$ cat config.mk
export PLATFORM = sky130hd
export DESIGN_NAME = sram_ctrl
export DESIGN_NICKNAME = d
export VERILOG_FILES = /design/src/rtl/b16_mem_pkg.sv /design/src/rtl/sram_ctrl.sv
export SDC_FILE = /design/constraint.sdc
export NUM_CORES = 1
export LEC_CHECK = 0
export CAP_MARGIN = 20
export CORE_MARGIN = 3
export CORE_UTILIZATION = 45
export CTS_CLUSTER_DIAMETER = 30
export DETAILED_ROUTE_END_ITERATION = 6
export PLACE_DENSITY_LB_ADDON = 0.05
export SETUP_SLACK_MARGIN = 0.05
export SLEW_MARGIN = 5
export SYNTH_ARGS = -nofsm -noshare
export SYNTH_HDL_FRONTEND = slang
export SYNTH_SLANG_ARGS = --single-unit
$ cat constraint.sdc
create_clock -name clk -period 3.1 [get_ports clk]
set_input_delay 0.465 -clock clk [delete_from_list [all_inputs] [get_ports clk]]
set_output_delay 0.465 -clock clk [all_outputs]
set_load 0.02 [all_outputs]
$ cat src/rtl/b16_mem_pkg.sv
// Shared definitions for the b16 memory-bus responders: SRAM controller
// state encoding, default strobe width and byte-lane mask constants.
package b16_mem_pkg;

    // SRAM access sequencer states
    typedef enum logic [2:0] {
        IDLE     = 3'd0,
        RD_ACC   = 3'd1,
        WR_SETUP = 3'd2,
        WR_PULSE = 3'd3,
        WR_HOLD  = 3'd4,
        DONE     = 3'd5
    } mem_state_t;

    // Default strobe width in clk cycles (read access / WE pulse)
    localparam int SRAM_WAIT_DEFAULT = 2;

    // Byte-lane masks as carried on the bus w[1:0]
    localparam logic [1:0] BL_LO  = 2'b01;
    localparam logic [1:0] BL_HI  = 2'b10;
    localparam logic [1:0] BL_ALL = 2'b11;

endpackage

$ cat src/rtl/sram_ctrl.sv
// Bus responder between the b16 memory bus and an asynchronous 16-bit SRAM.
// One read or byte-masked write per request; the initiator is held with
// ready until the access completes. Every SRAM pin comes straight from a
// register, so there is no path from bus inputs to the pads.
module sram_ctrl
    import b16_mem_pkg::*;
#(
    parameter int WAIT    = SRAM_WAIT_DEFAULT,  // strobe width, 1..15
    parameter int SRAM_AW = 18                  // SRAM word-address width
) (
    input  logic               clk,
    input  logic               reset,
    input  logic               sel,
    input  logic               r,
    input  logic [1:0]         w,
    input  logic [15:0]        addr,
    input  logic [15:0]        din,
    output logic [15:0]        dout,
    output logic               ready,
    output logic [SRAM_AW-1:0] sram_addr,
    input  logic [15:0]        sram_dq_i,
    output logic [15:0]        sram_dq_o,
    output logic               sram_dq_oe,
    output logic               sram_ce_n,
    output logic               sram_oe_n,
    output logic               sram_we_n,
    output logic               sram_ub_n,
    output logic               sram_lb_n
);

    // Counter preload: the counted phase lasts WAIT cycles (WAIT-1 down to 0)
    localparam logic [3:0] WAIT_LOAD = 4'(WAIT - 1);

    mem_state_t         state;
    logic [3:0]         wait_cnt;
    logic [SRAM_AW-1:0] addr_q;
    logic [15:0]        din_q;
    logic               is_wr;
    logic               req;

    // A write mask wins over r when both are present
    assign is_wr = (w != 2'b00);
    assign req   = sel & (r | is_wr);

    // Only combinational output: idle bus never stalls, a request is
    // released in the single DONE cycle
    assign ready = ~req | (state == DONE);

    // Address and write data are driven from their latches at all times
    assign sram_addr = addr_q;
    assign sram_dq_o = din_q;

    // Access sequencer with registered strobes, latches and read capture
    always_ff @(posedge clk or posedge reset) begin
        if (reset) begin
            // NOTE: the latches and dout are part of the visible reset state,
            // so they are cleared here along with the control registers.
            state      <= IDLE;
            wait_cnt   <= 4'd0;
            addr_q     <= '0;
            din_q      <= 16'h0000;
            dout       <= 16'h0000;
            sram_ce_n  <= 1'b1;
            sram_oe_n  <= 1'b1;
            sram_we_n  <= 1'b1;
            sram_ub_n  <= 1'b1;
            sram_lb_n  <= 1'b1;
            sram_dq_oe <= 1'b0;
        end else begin
            // NOTE: non-blocking assignments throughout, so every register
            // here sees the pre-edge value of every other one.
            case (state)
                IDLE: begin
                    if (req) begin
                        addr_q    <= SRAM_AW'(addr[15:1]);
                        din_q     <= din;
                        wait_cnt  <= WAIT_LOAD;
                        sram_ce_n <= 1'b0;
                        if (is_wr) begin
                            // Data drives the bus from setup; WE follows a cycle later
                            state      <= WR_SETUP;
                            sram_dq_oe <= 1'b1;
                            sram_ub_n  <= ~w[1];
                            sram_lb_n  <= ~w[0];
                        end else begin
                            // Reads always fetch both lanes
                            state     <= RD_ACC;
                            sram_oe_n <= 1'b0;
                            sram_ub_n <= ~BL_ALL[1];
                            sram_lb_n <= ~BL_ALL[0];
                        end
                    end
                end

                RD_ACC: begin
                    if (wait_cnt == 4'd0) begin
                        dout      <= sram_dq_i;
                        state     <= DONE;
                        sram_ce_n <= 1'b1;
                        sram_oe_n <= 1'b1;
                        sram_ub_n <= 1'b1;
                        sram_lb_n <= 1'b1;
                    end else begin
                        wait_cnt <= wait_cnt - 4'd1;
                    end
                end

                WR_SETUP: begin
                    state     <= WR_PULSE;
                    sram_we_n <= 1'b0;
                end

                WR_PULSE: begin
                    if (wait_cnt == 4'd0) begin
                        // WE rises first; CE, lanes and data hold one more cycle
                        state     <= WR_HOLD;
                        sram_we_n <= 1'b1;
                    end else begin
                        wait_cnt <= wait_cnt - 4'd1;
                    end
                end

                WR_HOLD: begin
                    state      <= DONE;
                    sram_ce_n  <= 1'b1;
                    sram_ub_n  <= 1'b1;
                    sram_lb_n  <= 1'b1;
                    sram_dq_oe <= 1'b0;
                end

                DONE: begin
                    state <= IDLE;
                end

                // NOTE: the default arm recovers unused encodings to IDLE
                // rather than leaving them as lock-up states.
                default: begin
                    state <= IDLE;
                end
            endcase
        end
    end

endmodule

==> impl_metrics.csv <==
group,metric,value,unit
run_status,status,"complete, no violations",
flow_run,drv_cap,0,
finish,layout.cells.most_common_list,"106 x clkdlybuf4s50_1, 55 x dfrtp_1, 33 x mux2_2, 10 x mux2_4, 10 x clkbuf_8",
sta,tightest_slew,0.6439,ns
yosys,synth_ff_type,"dfrtp_1",
routing,antenna_left,0,
finish,multi_input_area,945.9,um^2
global_routing,antenna_found_initial,0,
sta,whs,0.4612,ns
critical_path,crit_fanout,6,
critical_path,worstSetupEndpointType,"primary output",
pwr,switchingPower,1.462,mW
floorplan,die-area,0.006615,mm^2
pwr,p_clk_frac,0.180,
global_routing,grt_pass1_vias,1900,
yosys,synth-adder-area-share,0.004900,
yosys,synth_top_family_by_area,"multiplexers",
clock_tree,cts_buffers,9,
pwr,combPwrFrac,0.479,
clock_tree,clkSinkCount,60,
critical_path,start_kind,"input pin",
sta,fin_crit,2.522,ns
critical_path,startpoint,"w[1]",
sta,fmax,396.4,MHz
critical_path,r2r-start,"state[1]",
yosys,synth_mux_area_frac,0.2220,
clock_tree,clock_latency,0.32,ns
worst_hold_path,hold_class,"reg2reg",
clock_tree,postCtsSetupRepairBufs,0,
critical_path,crit_type,"in2out",
sta,grt_setup_unrepaired,"no",
sta,fin_skew,0.008322,ns
sta,hold_viol,0,
yosys,yosys.area.top_type,"dfrtp_1",
yosys,ys_warn_count,0,
finish,n_antenna_cell,0,
sta,slew_headroom,0.5701,
floorplan,num_rows,26,
yosys,syn_area,0.002554,mm^2
yosys,synth.avg_cell_area,14.59,um^2
finish,layout-drive-gt1-share,0.2440,
critical_path,arrival,2.06,ns
floorplan,die_w,81.33,um
yosys,yosysUniqueCellTypes,43,
finish,final-seq-area,0.001508,mm^2
routing,vias_per_cell,4.970,
pwr,power_density,1087,mW/mm^2
yosys,netlist_instances,175,
sta,finalSetupTns,0,ns
place,dpl.hpwl,4.076,mm
yosys,synthTopCellsByArea,"dfrtp_1 54%, mux2_2 15%, mux2_4 5.9%",
worst_hold_path,min_from,"sram_lb_n",
yosys,synthXorXnorAreaFrac,0.003430,
finish,area.growth.synth_to_final,52.33,%
routing,wl_per_cell,15.47,um
pwr,pwr-share-seq,0.341,
place,portBuffers,106,
sta,maxSlewViolCount,0,
routing,drc,0,
clock_tree,cts_buffer_depth,2,
routing,drt_first_iter_violations,81,
yosys,synth_edf_count,0,
clock_tree,cts_resized,0,
floorplan,dieHeight,81.33,um
sta,fin_crit_sh,0.8137,
pwr,leakagePower,1.683,nW
clock_tree,cts-hold-fix-buffers,0,
finish,fillers,376,
clock_tree,cts_root_buf,"clkbuf_8",
yosys,yosysSeqAreaShare,0.5904,
global_routing,grt_first_pass_wirelength,8.873,mm
pwr,ir_drop,0.5823,mV
yosys,synth_compound_area_frac,0.06712,
global_routing,grt_overflow_total,0,
floorplan,core,0.005303,mm^2
pwr,switching_share,0.3458,
critical_path,crit_required,2.63,ns
place,gp_congestion,0.7804,
sta,setup-violations-final,0,
clock_tree,cts_tree,"built",
pwr,cellInternalPower,2.766,mW
clock_tree,path_clk_slew,0.07,ns
yosys,synthSimpleGateAreaFrac,0.06859,
routing,drt_wl_total,5.585,mm
yosys,yosys.area.top_type_share,0.5390,
yosys,yosys_register_bits,60,
finish,final_common_cell,"clkdlybuf4s50_1",
floorplan,start_util,0.4816,
yosys,async_reset_ff_frac,1.000,
clock_tree,h-tree-depth,3,
routing,dr.pass1.iters,4,
global_routing,grt_start_max_net_pins,32,
floorplan,ioPinCount,111,
routing,via_count,1794,
global_routing,track_usage,0.1797,
finish,nNetsFinal,341,
## cell usage after synthesis, types with 2 or more instances
library cell / count
mux2_1: 4
or3_1: 2
dfrtp_1: 55
buf_4: 6
mux2_2: 33
mux2_4: 10
inv_1: 8
buf_6: 2
a2bb2oi_1: 2
o21a_1: 2
nand2_1: 4
buf_2: 2
nor2b_1: 3
o2bb2ai_1: 4
a21oi_1: 5
dfstp_2: 5
nand3_1: 2
## final cells by class
| class | instances | share of cell area |
|---|---|---|
| sequential | 60 | 0.3876 |
| inverter | 8 | 0.007720 |
| clock inverter | 4 | 0.01866 |
| tap | 70 | 0.02252 |
| clock buffer | 12 | 0.03731 |
| multi-input combinational | 99 | 0.2432 |
| timing repair buffer | 108 | 0.2831 |
## per-layer routing
layer | track usage | up-vias | wire length, um
met1 | 0.2258 | 875 | 2469
met2 | 0.2793 | 70 | 2583
met3 | 0.06874 | 9 | 474
met4 | 0.07095 | 0 | 57
met5 | 0 | - | 0
li1 | - | 840 | -
## cells by family after synthesis
group,count (synthesis)
compound gates,23
xor+xnor,1
fa+ha+maj,1
buf+inv,18
flops,60
mux,47
other cells,1
simple gates,24
## worst paths after layout
check / to / slack (ns) / depth (start not counted)
max: ready / 0.58 / 4
min: sram_lb_n / 0.46 / 2
max reg2reg: sram_addr[3] / 1.17 / 4
min reg2reg: sram_lb_n / 0.46 / 2
max in group asynchronous: dout[12] / 1.95 / 3
min in group asynchronous: dout[8] / 0.56 / 2
## worst max-delay path, cell delays in order
cell and delay [ns]:
clkdlybuf4s50_1 0.49, o31ai_1 0.35, a31o_2 0.15, clkdlybuf4s50_1 0.59
## per-stage QoR
| stage | total power, mW | worst slack [ns] | cell area (um^2) | util | instances |
|---|---|---|---|---|---|
| floorplan | 2.583 | 1.159 | 2561 | - | 177 |
| global placement | 3.434 | 0.6067 | 3672 | 0.6925 | 345 |
| detailed placement | 3.489 | 0.6063 | 3672 | 0.6925 | 345 |
| CTS | 4.274 | 0.6006 | 3890 | 0.7336 | 361 |
| global route | 4.482 | 0.4888 | 3890 | 0.7336 | 361 |
| finish | 4.228 | 0.5775 | 3890 | 0.7336 | 361 |
## power groups by stage
stage               sequential (mW)  combinational (mW)  clock (mW)
floorplan                      1.82               0.768           0
global route                   1.49                2.17       0.822
global placement               1.43                2.01           0
detailed placement             1.45                2.04           0
CTS                            1.44                2.05       0.781
finish                         1.44                2.03       0.759
## registers in the layout, summed over array words and instances, names as in the netlist, 3 cells and up
register	cells
sram_addr	15
state	3
sram_dq_o	16
wait_cnt	4
dout	16
Power figures use the tool's default switching activity.
